**src/rtl/router_pkt_fifo_if.sv**
```systemverilog
// Handshake bundle between the router register block (master) and one output-port FIFO (slave).
interface router_pkt_fifo_if #(
    parameter int WIDTH = 8,
    parameter int DEPTH = 16
);
    localparam int AW = $clog2(DEPTH);

    logic             soft_reset;
    logic             write_enb;
    logic             lfd_state;
    logic [WIDTH-1:0] data_in;
    logic             read_enb;
    logic [WIDTH-1:0] data_out;
    logic             data_valid;
    logic             full;
    logic             empty;
    logic             almost_full;
    logic [AW:0]      level;
    logic             pkt_active;
    logic             parity_err;

    modport master (
        output soft_reset, write_enb, lfd_state, data_in, read_enb,
        input  data_out, data_valid, full, empty, almost_full, level, pkt_active, parity_err
    );

    modport slave (
        input  soft_reset, write_enb, lfd_state, data_in, read_enb,
        output data_out, data_valid, full, empty, almost_full, level, pkt_active, parity_err
    );
endinterface

```
**src/rtl/router_pkt_fifo.sv**
```systemverilog
// Packet-aware FIFO for one router output port: header-tagged storage, read-side packet tracking.
// Optional read-side parity check enabled by defining ROUTER_FIFO_PARITY_CHK_EN.
module router_pkt_fifo #(
    parameter int WIDTH     = 8,
    parameter int DEPTH     = 16,
    parameter int AF_THRESH = 14
) (
    input logic              clock,
    input logic              resetn,
    router_pkt_fifo_if.slave bus
);
    localparam int AW = $clog2(DEPTH);
    localparam logic [AW:0]      PTR_ONE = 1;
    localparam logic [AW:0]      AF_LVL  = AF_THRESH[AW:0];
    localparam logic [WIDTH-2:0] CNT_ONE = 1;

    logic [WIDTH-1:0] mem [DEPTH];
    logic [DEPTH-1:0] hdr_flag;
    logic [AW:0]      wr_ptr;
    logic [AW:0]      rd_ptr;
    logic [AW:0]      lvl;
    logic [WIDTH-2:0] rem_cnt;
    logic             hdr_tag;
    logic [WIDTH-1:0] data_out_q;
    logic             data_valid_q;
    logic             flush;
    logic             full_i;
    logic             empty_i;
    logic             wr_accept;
    logic             rd_accept;
    logic [AW-1:0]    wr_idx;
    logic [AW-1:0]    rd_idx;
    logic [WIDTH-1:0] rd_word;
    logic             rd_hdr;

    assign flush     = !resetn || bus.soft_reset;
    assign wr_idx    = wr_ptr[AW-1:0];
    assign rd_idx    = rd_ptr[AW-1:0];
    assign rd_word   = mem[rd_idx];
    assign rd_hdr    = hdr_flag[rd_idx];
    assign full_i    = (wr_ptr == {~rd_ptr[AW], rd_ptr[AW-1:0]});
    assign empty_i   = (wr_ptr == rd_ptr);
    assign lvl       = wr_ptr - rd_ptr;
    assign wr_accept = bus.write_enb && !full_i;
    assign rd_accept = bus.read_enb && !empty_i;

    assign bus.full        = full_i;
    assign bus.empty       = empty_i;
    assign bus.level       = lvl;
    assign bus.almost_full = (lvl >= AF_LVL);
    assign bus.data_out    = data_out_q;
    assign bus.data_valid  = data_valid_q;
    assign bus.pkt_active  = (rem_cnt != '0);

    // Payload storage is never reset; only the header flags need clearing on flush.
    always_ff @(posedge clock) begin
        if (wr_accept) begin
            mem[wr_idx] <= bus.data_in;
        end
    end

    always_ff @(posedge clock) begin
        if (flush) begin
            wr_ptr       <= '0;
            rd_ptr       <= '0;
            rem_cnt      <= '0;
            hdr_tag      <= 1'b0;
            hdr_flag     <= '0;
            data_out_q   <= '0;
            data_valid_q <= 1'b0;
        end else begin
            hdr_tag      <= bus.lfd_state;
            data_valid_q <= rd_accept;
            if (wr_accept) begin
                hdr_flag[wr_idx] <= hdr_tag;
                wr_ptr           <= wr_ptr + PTR_ONE;
            end
            if (rd_accept) begin
                data_out_q <= rd_word;
                rd_ptr     <= rd_ptr + PTR_ONE;
                // Header length counts payload only; one extra for the trailing parity byte.
                if (rd_hdr) begin
                    rem_cnt <= {1'b0, rd_word[WIDTH-1:2]} + CNT_ONE;
                end else if (rem_cnt != '0) begin
                    rem_cnt <= rem_cnt - CNT_ONE;
                end
            end
        end
    end

`ifdef ROUTER_FIFO_PARITY_CHK_EN
    logic [WIDTH-1:0] acc;
    logic             parity_err_q;

    always_ff @(posedge clock) begin
        if (flush) begin
            acc          <= '0;
            parity_err_q <= 1'b0;
        end else if (rd_accept) begin
            if (rd_hdr) begin
                acc          <= rd_word;
                parity_err_q <= 1'b0;
            end else if (rem_cnt == CNT_ONE) begin
                parity_err_q <= (acc != rd_word);
            end else if (rem_cnt != '0) begin
                acc <= acc ^ rd_word;
            end
        end
    end

    assign bus.parity_err = parity_err_q;
`else
    assign bus.parity_err = 1'b0;
`endif

endmodule

```
**src/flat_wrapper.sv**
```systemverilog
// flat-port wrapper written by rule: the top's interface ports become plain ports
module router_pkt_fifo_flat 
#(
    parameter int WIDTH     = 8,
    parameter int DEPTH     = 16,
    parameter int AF_THRESH = 14
)
  (clock, resetn, bus_soft_reset, bus_write_enb, bus_lfd_state, bus_data_in, bus_read_enb, bus_data_out, bus_data_valid, bus_full, bus_empty, bus_almost_full, bus_level, bus_pkt_active, bus_parity_err);
  router_pkt_fifo_if #(.WIDTH(WIDTH), .DEPTH(DEPTH)) bus_i ();
  input logic clock;
  input logic resetn;
  input wire logic [$bits(bus_i.soft_reset)-1:0] bus_soft_reset;
  input wire logic [$bits(bus_i.write_enb)-1:0] bus_write_enb;
  input wire logic [$bits(bus_i.lfd_state)-1:0] bus_lfd_state;
  input wire logic [$bits(bus_i.data_in)-1:0] bus_data_in;
  input wire logic [$bits(bus_i.read_enb)-1:0] bus_read_enb;
  output wire logic [$bits(bus_i.data_out)-1:0] bus_data_out;
  output wire logic [$bits(bus_i.data_valid)-1:0] bus_data_valid;
  output wire logic [$bits(bus_i.full)-1:0] bus_full;
  output wire logic [$bits(bus_i.empty)-1:0] bus_empty;
  output wire logic [$bits(bus_i.almost_full)-1:0] bus_almost_full;
  output wire logic [$bits(bus_i.level)-1:0] bus_level;
  output wire logic [$bits(bus_i.pkt_active)-1:0] bus_pkt_active;
  output wire logic [$bits(bus_i.parity_err)-1:0] bus_parity_err;
  assign bus_i.soft_reset = bus_soft_reset;
  assign bus_i.write_enb = bus_write_enb;
  assign bus_i.lfd_state = bus_lfd_state;
  assign bus_i.data_in = bus_data_in;
  assign bus_i.read_enb = bus_read_enb;
  assign bus_data_out = bus_i.data_out;
  assign bus_data_valid = bus_i.data_valid;
  assign bus_full = bus_i.full;
  assign bus_empty = bus_i.empty;
  assign bus_almost_full = bus_i.almost_full;
  assign bus_level = bus_i.level;
  assign bus_pkt_active = bus_i.pkt_active;
  assign bus_parity_err = bus_i.parity_err;
  router_pkt_fifo #(.WIDTH(WIDTH), .DEPTH(DEPTH), .AF_THRESH(AF_THRESH)) u_core (.clock(clock), .resetn(resetn), .bus(bus_i));
endmodule
```
**config.mk**
```make
export PLATFORM = sky130hd
export DESIGN_NAME = router_pkt_fifo_flat
export DESIGN_NICKNAME = d
export VERILOG_FILES = /design/src/rtl/router_pkt_fifo_if.sv /design/src/rtl/router_pkt_fifo.sv /design/src/flat_wrapper.sv
export SDC_FILE = /design/constraint.sdc
export NUM_CORES = 1
export LEC_CHECK = 0
export CORE_ASPECT_RATIO = 0.6
export CORE_UTILIZATION = 55
export DETAILED_ROUTE_END_ITERATION = 8
export PLACE_DENSITY = 0.71
export SLEW_MARGIN = 30
export SYNTH_ARGS = -nofsm -noshare
export SYNTH_HDL_FRONTEND = slang
export SYNTH_SLANG_ARGS = --single-unit
```
**constraint.sdc**
```tcl
create_clock -name clock -period 3.9 [get_ports clock]
set_input_delay 0.78 -clock clock [delete_from_list [all_inputs] [get_ports clock]]
set_output_delay 0.78 -clock clock [all_outputs]
set_load 0.03 [all_outputs]
```
# ---- Word-level counts from Yosys, hierarchy flattened
# Memories as Yosys holds them, arrays and structs flattened. A register that Yosys moved wholly into a read port is not among the register bits.
# Index checks and enable logic that the tools add are counted.
dict set report totals {
  word_cells 41
  ram_bits 128
  input_bits 14
  memories 1
  ff_bits 43
}
# name depth width read_ports rd_ports_with_merged_regs wr line
set memory_table {}
lappend memory_table {u_core.mem 16 8 1 1 1 router_pkt_fifo.sv:17} ;# logic [WIDTH-1:0] mem [DEPTH];
dict set report op_classes {
  n_eq_ne 2
  magnitude_cmp 4
  n_addsub 5
  bitwise 1
  muxes 11
  reduce_logical 10
}
# cell count
set ops {}
lappend ops {{16-bit bitwise mux} 1}
lappend ops {{7-bit 2-to-1 mux} 2}
lappend ops {{5-bit by 1-bit adder with 5-bit output, second input constant} 2}
lappend ops {{5-bit equality test} 2}
lappend ops {{4-bit by 5-bit less-than comparator with 1-bit output, second input constant} 2}
lappend ops {{4-bit 2-to-1 mux} 2}
lappend ops {{6-bit by 1-bit adder with 7-bit output, second input constant} 1}
lappend ops {{7-bit nonzero test} 1}
lappend ops {{7-bit by 1-bit subtractor with 7-bit output, second input constant} 1}
lappend ops {{5-bit by 4-bit greater-or-equal comparator with 1-bit output, second input constant} 1}
lappend ops {{5-bit subtractor} 1}
lappend ops {{1-bit binary-select mux with 4-bit select} 1}
lappend ops {{1-bit demux with 4-bit select} 1}
lappend ops {{4-bit by 1-bit greater-or-equal comparator with 1-bit output, second input constant} 1}
lappend ops {{1-bit 2-to-1 mux} 4}
lappend ops {{1-bit logical AND} 3}
lappend ops {{1-bit zero test} 3}
lappend ops {{2-bit AND reduction} 1}
lappend ops {{2-bit nonzero test} 1}
lappend ops {{1-bit logical OR} 1}
lappend ops {{1-bit NOT} 1}

# ---- Longest topological paths before layout
dict set report depth {
  word_depth 6
  ltp_mapped 11
  mapped_depth_nobuf 8
}

# ---- Least setup slack after synthesis
# OpenSTA, ideal clock, no wires.
dict set report synth_path {
  kind {register to output}
  startpoint {reg u_core.rd_ptr[1]}
  endpoint {out bus_almost_full}
  setup_slack_ns 0.827
  path_buffers 1
  arrival_time_ns 2.293
  t_required_ns 3.120
  stages_incl_launch_ff 8
  path_cell_list {dfxtp_1 -> clkbuf_1 -> inv_1 -> fa_1 -> a21o_1 -> a21oi_1 -> xor2_1 -> a31o_2}
}
dict set report synth_via {
  elab_chain_len 2
}
# item line
set synth_lines {}
lappend synth_lines {{start: declaration} router_pkt_fifo.sv:20} ;# logic [AW:0] rd_ptr;
lappend synth_lines {{start signal: assignment} router_pkt_fifo.sv:80} ;# rd_ptr <= rd_ptr + PTR_ONE;
lappend synth_lines {{5-bit subtractor} router_pkt_fifo.sv:43} ;# assign lvl = wr_ptr - rd_ptr;
lappend synth_lines {{named net bus_level[4]} flat_wrapper.sv:22} ;# output wire logic [$bits(bus_i.level)-1:0] bus_level;
lappend synth_lines {{5-bit by 4-bit greater-or-equal comparator with 1-bit output} router_pkt_fifo.sv:50} ;# assign bus.almost_full = (lvl >= AF_LVL);
lappend synth_lines {{end: declaration} flat_wrapper.sv:21} ;# output wire logic [$bits(bus_i.almost_full)-1:0] bus_almost_full;
# The timed path passes the listed nets, and every way through them passes these cells.

# ---- Worst setup path in the final report
dict set report layout_path {
  startpoint {reg u_core.rd_ptr[1]}
  endpoint {out bus_almost_full}
}
dict set report layout_via {
  elab_chain_len 2
}
# item line
set layout_lines {}
lappend layout_lines {{5-bit subtractor} router_pkt_fifo.sv:43}
lappend layout_lines {{5-bit by 4-bit greater-or-equal comparator with 1-bit output} router_pkt_fifo.sv:50}
# No other way between the ends.

==> reports/metrics.cfg <==
[setup_path]
cp.arrival_ns=2.91
startpoint=u_core.rd_ptr[1]
cp-end-kind=output port
startpoint_type=flop
cp.required_ns=3.12
criticalPathCategory=flop to output port
regToRegStartpoint=u_core.rd_ptr[1]
crit_fanout=8

[outcome]
status=finished, final reports clean

[yosys]
ys_ff_latch=175
yosys_most_used_dff=edfxtp_1
async_flop_share_pct=0
netlist_instances=489
synth_edf_count=128
yosysWarningCount=0
ys_types=48
synth_area_per_cell_sq_um=14.97
netlist_area_sq_um=7322
synth_nets=516
ys_seq_area_share_pct=65.35

[global_routing]
overflow=0
grt_pass1_wl_um=24910
use_met3_pct=5.025
grt-busiest-layer=met1
antenna_found_initial=0
met1_usage_pct=38.82
grt_pass1_vias=4337
grt_max_degree=40
track_usage_pct=25.39
grt_util_met2_pct=36.51

[timing]
tightest_slew_ns=0.7618
rsz0062_at_grt=no
tns_ns=0
holdWs_ns=0.4598
max_freq_mhz=271.3
fin_crit_sh_pct=94.51
final-max-slew-violation-count=0
hold_viol=0
slew_headroom_pct=49.21
period_minus_slack_ns=3.686
fin_skew_ns=0.01265
finalSetupViolCount=0

[clocking]
numCtsBuffers=17
clock_latency_ns=0.43
clock_sinks=175
cts_resized=0
post-cts-setup-buffers=0
htree_num_levels=4
cts_root_buf=clkbuf_16
cts_tree=built
clk_pin_slew_worst_paths_ns=0.07
cts_buffer_depth=2
cts_hold_buf=0

[placement]
portBuffers=31
place_congestion=0.8735
hpwl_um=10340

[detailed_routing]
wl_um=16010
vias_per_cell=6.135
drt_iter0_markers=387
ant_nets=0
drc_errors=0
wl_per_cell_um=22.49
routed-via-count=4368
first_pass_iters=5

[pwr]
power.share.switching_pct=21.62
pwr-share-comb_pct=3.9
ir_worst_vdd_mv=0.3691
p_switching_uw=833.0
leakage_uw=0.002829
p_clk_share_pct=43.8
internal_power_uw=3020
p_per_area_nw_per_um2=457.1
seq_power_share_pct=52.3

[job]
cap_viol_max_count=0

[finish]
syn_to_final_growth_pct=15.11
drive_gt1_share_pct=16.79
layout.nets=556
antenna_cells=0

[floorplanning]
die_height_um=91.38
die_x_um=151.0
ios=33
die-area_sq_um=13790
row_count=32
start_util_pct=56.79
core_sq_um=12890

[worst_hold_path]
min-delay-start=u_core.bus.data_out[4]
hp-class=flop to flop

==> stage by stage <==
stage | std cells | utilization [%] | total power, uW | cell area [sq um] | setup WS (ns)
2_1_floorplan | 489 | - | 2141 | 7322 | 0.8267
3_3_place_gp | 680 | 60.82 | 2199 | 7841 | 0.7277
3_5_place_dp | 680 | 60.82 | 2205 | 7841 | 0.6680
4_1_cts | 712 | 65.37 | 3867 | 8428 | 0.2119
5_1_grt | 712 | 65.37 | 3951 | 8428 | 0.09085
6_report | 712 | 65.37 | 3853 | 8428 | 0.2141
==> kinds of logic after synthesis <==
family,after synthesis,synth area share (%)
other,1,0.05122
adder cells (fa/ha/maj),13,2.324
buffers and inverters,44,2.802
XOR/XNOR,15,1.794
AO/OA/AOI/OAI,58,5.007
AND/OR/NAND/NOR,125,8.254
flip-flops,175,65.35
multiplexers,58,14.42
==> cell usage after synthesis (2+ instances only) <==
cell type | instances | area, sq um
edfxtp_1 | 128 | 3844
dfxtp_1 | 47 | 940.9
nor2_1 | 44 | 165.2
mux4_2 | 38 | 855.8
a21oi_1 | 23 | 115.1
nand2_1 | 23 | 86.33
mux2i_1 | 20 | 200.2
nand4_1 | 18 | 112.6
inv_1 | 17 | 63.81
clkbuf_1 | 14 | 52.55
ha_1 | 12 | 150.1
o21ai_0 | 11 | 55.05
nand3_1 | 9 | 45.04
xor2_1 | 9 | 78.83
nor2b_1 | 6 | 37.54
nor3_1 | 6 | 30.03
xnor2_1 | 6 | 52.55
nand2b_1 | 5 | 31.28
a31oi_1 | 4 | 25.02
and2_1 | 4 | 25.02
buf_4 | 4 | 30.03
o21ai_1 | 4 | 20.02
buf_1 | 3 | 11.26
buf_6 | 3 | 33.78
a21o_1 | 2 | 15.01
a221oi_1 | 2 | 17.52
and3_1 | 2 | 12.51
and4_1 | 2 | 17.52
buf_2 | 2 | 10.01
o21a_1 | 2 | 15.01
or3_1 | 2 | 12.51
==> cells in the final DEF (no fill, tap or decap), drive strengths merged, types with 15 or more instances in the layout <==
| cell | count |
|---|---|
| mux2i | 20 |
| nand2 | 23 |
| mux4 | 38 |
| clkbuf | 18 |
| nand4 | 18 |
| inv | 23 |
| buf | 16 |
| edfxtp | 128 |
| a21oi | 23 |
| nor2 | 44 |
| clkdlybuf4s50 | 31 |
| dfxtp | 47 |
| o21ai | 15 |
==> final cells by class <==
class / instances / area (sq um)
flip-flops and latches: 175 / 4786
fillers: 926 / 4464
multi-input cells: 270 / 2332
repair buffers: 47 / 442.9
clock buffers: 18 / 429.2
well taps: 170 / 212.7
clock inverters: 14 / 157.7
inverters: 18 / 67.56
==> registers in the layout (all words and copies together), names as in the netlist, named ones only <==
signal                 cells
u_core.bus.data_out        8
u_core.wr_ptr              5
u_core.bus.data_valid      1
u_core.mem               128
u_core.rem_cnt             7
u_core.rd_ptr              5
u_core.hdr_flag           16
u_core.hdr_tag             1
==> worst max-delay path: stages (launching register included) <==
cell             delay [ns]
dfxtp_1                0.52
inv_1                  0.15
fa_1                   0.47
a21o_1                 0.19
a21oi_1                0.18
xor2_1                 0.20
a31o_2                 0.12
clkdlybuf4s50_1        0.65
==> power groups by stage <==
stage	clock network, uW	logic, uW	registers [uW]
floorplan	0	87.8	2050
global placement	0	145	2050
detailed placement	0	150	2060
CTS	1700	151	2010
global route	1770	165	2020
finish	1690	152	2010
==> worst paths after layout <==
kind                                          endpoint  slack (ns)  cells after the start
worst min-delay path            u_core.bus.data_out[4]        0.46                      2
worst min register to register  u_core.bus.data_out[4]        0.46                      2
worst max register to register       u_core.mem[15][3]        1.10                      8
worst max-delay path                   bus_almost_full        0.21                      7
==> layer usage <==
metal	routed length, um	share of wire, %	vias to the layer above
li1	-	-	1950
met1	7296	46	2199
met2	7160	45	203
met3	1387	8.7	16
met4	168	1.0	0
met5	0	0	-
No activity file was read; power rests on OpenSTA's default activity.
